## src/rtl/branch_resolve_unit.sv

```systemverilog
// Resolves X-stage control instructions: decides taken/not-taken, issues a
// registered PC redirect, and kills wrong-path instructions for SQUASH_CYCLES cycles.
//
// state  | meaning
// IDLE   | accepting control instructions from X
// SQUASH | redirect issued; wrong-path instructions killed until counter hits 0
module branch_resolve_unit #(
    parameter int SQUASH_CYCLES = 2,
    parameter int CNT_W         = 16
) (
    input  logic             clock,
    input  logic             reset,
    input  logic             stall,
    input  logic             x_valid,
    input  logic [4:0]       x_opcode,
    input  logic [31:0]      x_pc,
    input  logic [16:0]      x_imm,
    input  logic [26:0]      x_target,
    input  logic [31:0]      x_rd_val,
    input  logic             neq,
    input  logic             lt,
    input  logic             rstatus_nz,
    output logic             redirect,
    output logic [31:0]      redirect_pc,
    output logic             squash,
    output logic [CNT_W-1:0] resolved_cnt,
    output logic [CNT_W-1:0] taken_cnt
);

    localparam logic [4:0] OP_J   = 5'b00001;
    localparam logic [4:0] OP_JAL = 5'b00011;
    localparam logic [4:0] OP_JR  = 5'b00100;
    localparam logic [4:0] OP_BNE = 5'b00010;
    localparam logic [4:0] OP_BLT = 5'b00110;
    localparam logic [4:0] OP_BEX = 5'b10110;

    localparam logic [2:0] SQ_INIT = 3'(SQUASH_CYCLES - 1);

    typedef enum logic {IDLE, SQUASH} state_t;

    state_t      state, state_next;
    logic [2:0]  cnt, cnt_next;
    logic        redirect_q, redirect_next;

    logic        is_ctrl;
    logic        is_taken;
    logic [31:0] target;
    logic        accept;
    logic        take;

    always_comb begin
        is_ctrl  = 1'b0;
        is_taken = 1'b0;
        target   = 32'd0;
        case (x_opcode)
            OP_J, OP_JAL: begin
                is_ctrl  = 1'b1;
                is_taken = 1'b1;
                target   = {5'b0, x_target};
            end
            OP_JR: begin
                is_ctrl  = 1'b1;
                is_taken = 1'b1;
                target   = x_rd_val;
            end
            OP_BNE: begin
                is_ctrl  = 1'b1;
                is_taken = neq;
                target   = x_pc + 32'd1 + {{15{x_imm[16]}}, x_imm};
            end
            OP_BLT: begin
                is_ctrl  = 1'b1;
                is_taken = lt;
                target   = x_pc + 32'd1 + {{15{x_imm[16]}}, x_imm};
            end
            OP_BEX: begin
                is_ctrl  = 1'b1;
                is_taken = rstatus_nz;
                target   = {5'b0, x_target};
            end
            default: ;
        endcase
    end

    // Instructions seen during SQUASH are wrong-path and never accepted.
    assign accept = (state == IDLE) && x_valid && !stall && is_ctrl;
    assign take   = accept && is_taken;

    always_ff @(posedge clock) begin
        if (reset) begin
            state      <= IDLE;
            cnt        <= 3'd0;
            redirect_q <= 1'b0;
        end else begin
            state      <= state_next;
            cnt        <= cnt_next;
            redirect_q <= redirect_next;
        end
    end

    always_comb begin
        state_next    = state;
        cnt_next      = cnt;
        redirect_next = redirect_q;
        if (!stall) begin
            redirect_next = 1'b0;
            case (state)
                IDLE: begin
                    if (take) begin
                        state_next    = SQUASH;
                        cnt_next      = SQ_INIT;
                        redirect_next = 1'b1;
                    end
                end
                SQUASH: begin
                    if (cnt == 3'd0) state_next = IDLE;
                    else             cnt_next   = cnt - 3'd1;
                end
                default: state_next = IDLE;
            endcase
        end
    end

    always_comb begin
        squash   = (state == SQUASH);
        redirect = redirect_q;
    end

    always_ff @(posedge clock) begin
        if (reset) begin
            redirect_pc  <= 32'd0;
            resolved_cnt <= '0;
            taken_cnt    <= '0;
        end else begin
            if (take) redirect_pc <= target;
            if (accept && (resolved_cnt != '1)) resolved_cnt <= resolved_cnt + CNT_W'(1);
            if (take && (taken_cnt != '1))      taken_cnt    <= taken_cnt + CNT_W'(1);
        end
    end

endmodule
```

## config.mk

```make
export PLATFORM = sky130hd
export DESIGN_NAME = branch_resolve_unit
export DESIGN_NICKNAME = d
export VERILOG_FILES = /design/src/rtl/branch_resolve_unit.sv
export SDC_FILE = /design/constraint.sdc
export NUM_CORES = 1
export LEC_CHECK = 0
export BUFFER_PORTS_ARGS = -buffer_cell sky130_fd_sc_hd__buf_2
export CORE_ASPECT_RATIO = 1.1
export CORE_MARGIN = 2
export CORE_UTILIZATION = 50
export DETAILED_ROUTE_END_ITERATION = 6
export PLACE_DENSITY = 0.81
export SETUP_SLACK_MARGIN = 0.02
export SLEW_MARGIN = 20
export SYNTH_ARGS = -nofsm -noshare
export SYNTH_HDL_FRONTEND = slang
export SYNTH_SLANG_ARGS = --single-unit
```

## constraint.sdc

```tcl
create_clock -name clock -period 5.3 [get_ports clock]
set_input_delay 0.795 -clock clock [delete_from_list [all_inputs] [get_ports clock]]
set_output_delay 0.795 -clock clock [all_outputs]
set_load 0.05 [all_outputs]
```

== Yosys cells after proc, flatten, opt, wreduce, memory -nomap -nowiden ==
Cells that the tools add are included.

* Word-level logic and storage cells: 46
* Flip-flop bits (word level): 69
* Input bits: 120

* Add/subtract/negate cells: 5
* Muxes and demuxes: 10
* Bitwise gates (word level): 2
* Equality and inequality tests: 10
* Reductions and logical operators: 13

{| class="wikitable"
|+ Operator list
! operator !! number
|-
| $pmux W32 S3 || 1
|-
| $add A16 B1 Y16 const B || 2
|-
| $add A32 B1 Y32 const B || 1
|-
| $add A32 B32 Y32 || 1
|-
| $ne A16 B16 Y1 const B || 2
|-
| $eq A5 B2 Y1 const B || 2
|-
| $eq A5 B3 Y1 const B || 2
|-
| $logic_and A1 B1 Y1 || 6
|-
| $mux W3 || 2
|-
| $pmux W3 S2 || 1
|-
| $reduce_or A3 Y1 || 2
|-
| $reduce_or A6 Y1 || 1
|-
| $eq A5 B1 Y1 const B || 1
|-
| $eq A5 B5 Y1 const B || 1
|-
| $mux W1 || 4
|-
| $ne A2 B2 Y1 const B || 2
|-
| $pmux W1 S4 || 1
|-
| $logic_not A3 Y1 || 1
|-
| $reduce_and A3 Y1 || 1
|-
| $sub A3 B1 Y3 const B || 1
|-
| $not A1 Y1 || 2
|-
| $pmux W1 S2 || 1
|-
| $reduce_or A2 Y1 || 1
|-
| $logic_not A1 Y1 || 1
|}

== Logic depth before layout (Yosys ltp) ==
* Depth in word-level cells: 7
* Depth in mapped cells: 12
* Depth with buffers taken out: 12

== Worst setup path after synthesis ==
No wires, ideal clock.

* Path type: in2reg
* Start point: input port x_pc[0]
* End point: register redirect_pc[30]
* Required time: 5226 ps
* Buffers on the path: 0
* Setup time: 74 ps
* Stages: 12
* Setup slack: 2157 ps
* Data arrival time: 3068 ps
* Path through: inv_1 -> ha_1 -> fa_1 -> and2b_1 -> o31a_1 -> o2111ai_1 -> a21oi_2 -> o21ai_1 -> a21oi_1 -> o21ai_1 -> or4_1 -> a31oi_1

* Word-level cells in the longest chain between the ends: 3

{| class="wikitable"
|+ RTL lines
! what !! RTL line !! text
|-
| start: declaration || 16 || <nowiki>input logic [31:0] x_pc,</nowiki>
|-
| $add A32 B1 Y32 || 69, 74 ||
|-
| $add A32 B32 Y32 || 69, 74 ||
|-
| $pmux W32 S3 || 55 || <nowiki>case (x_opcode)</nowiki>
|-
| end signal: assignment || 135 || <nowiki>if (take) redirect_pc <= target;</nowiki>
|-
| end: declaration || 24 || <nowiki>output logic [31:0] redirect_pc,</nowiki>
|}

Every way passes these cells.
A chain may end at the register's enable or synchronous reset.

== Worst setup path after layout ==
* Start point: input port x_pc[0]
* End point: register redirect_pc[14]

The elaborated chain is that of the path after synthesis.

==> impl_metrics.env <==
export IMPL_outcome="finished clean"
export IMPL_nFillCells=860
export IMPL_place_gp_congestion=0.944
export IMPL_slew_headroom_pct=24.5
export IMPL_htree_num_levels=3
export IMPL_ys_warn_count=0
export IMPL_drt_iter0_markers=554
export IMPL_post_cts_setup_buffers=0
export IMPL_synthAdderAreaFrac_pct=9.40
export IMPL_final_common_cell="buf_2"
export IMPL_yosys_cell_types_count=63
export IMPL_postRouteAntennaNets=0
export IMPL_use_met3_pct=4.74
export IMPL_async_flop_share_pct=0
export IMPL_r2r_cells=8
export IMPL_worstSetupStartpoint="x_pc[0]"
export IMPL_ctsHoldBuffers=0
export IMPL_yosys_area_share_simple_pct=21.9
export IMPL_total_leakage_power_nw=2.73
export IMPL_dp_hpwl_mm=11.6
export IMPL_area_delta_synth_final_pct=24.4
export IMPL_hold_violations=0
export IMPL_crit_type="input port to flop"
export IMPL_grt_start_max_net_pins=60
export IMPL_grt_pass1_wl_mm=23.3
export IMPL_antenna_cells=0
export IMPL_viasPerCell=5.99
export IMPL_core_area_sq_mm=0.00940
export IMPL_slew_violations=0
export IMPL_gr_total_overflow=0
export IMPL_synth_main_ff_cell="dfxtp_1"
export IMPL_reg2reg_from="squash$_SDFFE_PP0N_"
export IMPL_drc=0
export IMPL_register_area_sq_mm=0.00138
export IMPL_clk_pin_slew_ns=0.07
export IMPL_cp_end_kind="flop"
export IMPL_critical_path_slowest_cell="a222oi_1"
export IMPL_clock_sinks=69
export IMPL_max_stage_delay_ns=0.49
export IMPL_fin_cells=891
export IMPL_p_total_w=0.00122
export IMPL_dr_pass1_iters=6
export IMPL_fp_dieH_um=108
export IMPL_max_freq_ghz=0.311
export IMPL_worstSetupStartpointType="input port"
export IMPL_wl_per_cell_um=16.3
export IMPL_worstPathRequired_ns=5.50
export IMPL_synthMuxAreaShare_pct=0.616
export IMPL_synth_xor_area_share_pct=8.63
export IMPL_routed_wl_mm=14.5
export IMPL_cts_root_buf="clkbuf_8"
export IMPL_cts_buffers=9
export IMPL_die_area_sq_mm=0.0105
export IMPL_grt_pass1_vias=4982
export IMPL_cts_resized=0
export IMPL_dpl_cell_area_sq_mm=0.00589
export IMPL_place_inst=877
export IMPL_io_pins=186
export IMPL_syn_area_sq_mm=0.00487
export IMPL_die_w_um=98.1
export IMPL_yosysSeqAreaShare_pct=28.4
export IMPL_hold_path_cell_count=2
export IMPL_tns_ns=0
export IMPL_start_util_pct=51.8
export IMPL_setup_viol=0
export IMPL_synth_edf_count=0
export IMPL_top_usage_layer="met2"
export IMPL_pwr_density_cell_mw_per_mm2=201
export IMPL_vias=5334
export IMPL_cts_max_path_buffers=2
export IMPL_vdd_drop_max_mv=0.0836
export IMPL_synth_seq_cells=69
export IMPL_use_met1_pct=37.3
export IMPL_multi_input_area_sq_mm=0.00336
export IMPL_io_buffers=185
export IMPL_clock_latency_ns=0.34
export IMPL_hp_start="redirect$_SDFFE_PP0N_"
export IMPL_post_route_min_period_ns=3.21
export IMPL_finalClockSkew_ns=0.00697
export IMPL_use_met2_pct=42.9
export IMPL_fin_area_sq_mm=0.00606
export IMPL_min_path_type="flop to flop"
export IMPL_fp_row_count=37
export IMPL_crit_chain="buf_2 > inv_1 > ha_1 > fa_1 > and2b_1 > o31a_1 > o2111ai_1 > nand2_1 > and2_1 > a31oi_1 > xnor2_1 > a222oi_1 > a211oi_1"
export IMPL_cp_max_fo=3
export IMPL_maxCapViolations=0
export IMPL_antenna_found_initial=0
export IMPL_syn_num_nets=755
export IMPL_layout_common_cells="buf_2, nor2_1, dfxtp_1, nand2_1, ha_1"
export IMPL_synth_compound_area_share_pct=27.9
export IMPL_worstMarginPinSlew_ns=1.13
export IMPL_synth_top_family_by_area="compound AO/OA/AOI/OAI gates"
export IMPL_cp_arrival_ns=3.41
export IMPL_cts_tree="built"
export IMPL_synth_cells=599
export IMPL_avgSynthCellArea_sq_um=8.13
export IMPL_grt_util_all_layers_pct=27.0
export IMPL_drive_gt1_share_pct=28.3
export IMPL_nets=927
export IMPL_rsz0062_at_grt="no"
export IMPL_fin_crit_sh_pct=60.7
layer usage:
metal	vias up	routed length (um)
li1	2604	-
met1	2484	6280
met2	222	6750
met3	24	1200
met4	0	272
met5	-	0
power by group:
part           total [W]  internal (W)  switching, W
sequential      0.000522      0.000521    0.00000152
combinational   0.000328      0.000141      0.000187
clock           0.000366      0.000189      0.000177
total            0.00122      0.000850      0.000366
path summary, 6_finish.rpt:
path / to / slack, ns
worst max-delay path: redirect_pc[14]$_SDFFE_PP0P_ / 2.09
worst min-delay path: redirect$_SDFFE_PP0N_ / 0.46
worst max register to register: resolved_cnt[15]$_SDFFE_PP0P_ / 2.68
worst min register to register: redirect$_SDFFE_PP0N_ / 0.46
metrics by stage:
stage | utilization [%] | setup slack (ns) | hold WS [ns]
after floorplan | - | 2.16 | 0.501
after global placement | 62.7 | 1.88 | 0.440
after detailed placement | 62.7 | 1.82 | 0.460
after CTS | 64.5 | 2.18 | 0.471
after global routing | 64.5 | 1.96 | 0.482
final | 64.5 | 2.09 | 0.461
cell families after synthesis:
group | after synthesis
multiplexers | 3
AO/OA/AOI/OAI | 182
buffers and inverters | 41
adder cells (fa/ha/maj) | 36
XOR/XNOR | 48
AND/OR/NAND/NOR | 220
flip-flops | 69
state kept, by name, indices dropped and copies added (netlist names):
name,cells
redirect,1
cnt,3
resolved_cnt,16
taken_cnt,16
squash,1
redirect_pc,32
layout make-up:
type | instances | share of cell area, %
multi-input combinational | 489 | 55.5
sequential | 69 | 22.8
timing repair buffer | 189 | 15.8
clock buffer | 12 | 2.56
tap | 117 | 2.42
inverter | 13 | 0.805
clock inverter | 2 | 0.165
worst max-delay path: cells and delay by family:
kind / cells / cell delay, ns
adder cells (fa/ha/maj): 2 / 0.38
AO/OA/AOI/OAI: 5 / 1.50
XOR/XNOR: 1 / 0.11
buffers and inverters: 2 / 0.14
AND/OR/NAND/NOR: 3 / 0.48
synth_stat cells, types with 2 or more instances:
master / number / area, sq um
nand3b_1: 2 / 15.0
and4_1: 3 / 26.3
o2111ai_1: 4 / 35.0
nand3_1: 18 / 90.1
a222oi_1: 19 / 190
and2_1: 3 / 18.8
a21o_1: 21 / 158
or3_1: 5 / 31.3
o21ai_2: 2 / 17.5
nand4_1: 14 / 87.6
and2b_1: 2 / 15.0
nor3_1: 9 / 45.0
a31oi_1: 10 / 62.6
buf_2: 2 / 10.0
a22o_1: 2 / 17.5
a211oi_1: 26 / 195
nand2b_1: 7 / 43.8
or4_1: 2 / 15.0
o21bai_1: 3 / 22.5
o21ai_1: 2 / 10.0
xor2_1: 28 / 245
o21ai_0: 22 / 110
nor2b_1: 6 / 37.5
inv_1: 13 / 48.8
nand2_1: 41 / 154
mux2i_1: 3 / 30.0
o21a_1: 8 / 60.1
a221oi_1: 9 / 78.8
dfxtp_1: 69 / 1380
o31a_1: 2 / 17.5
nor4b_1: 2 / 17.5
a311oi_1: 2 / 17.5
nor4_1: 2 / 12.5
ha_1: 35 / 438
a211o_1: 3 / 26.3
o22a_1: 2 / 17.5
clkbuf_1: 25 / 93.8
xnor2_1: 20 / 175
a21oi_1: 31 / 155
nor2_1: 87 / 327
and3_1: 10 / 62.6
a221o_1: 2 / 20.0
Power figures use the tool's default switching activity.
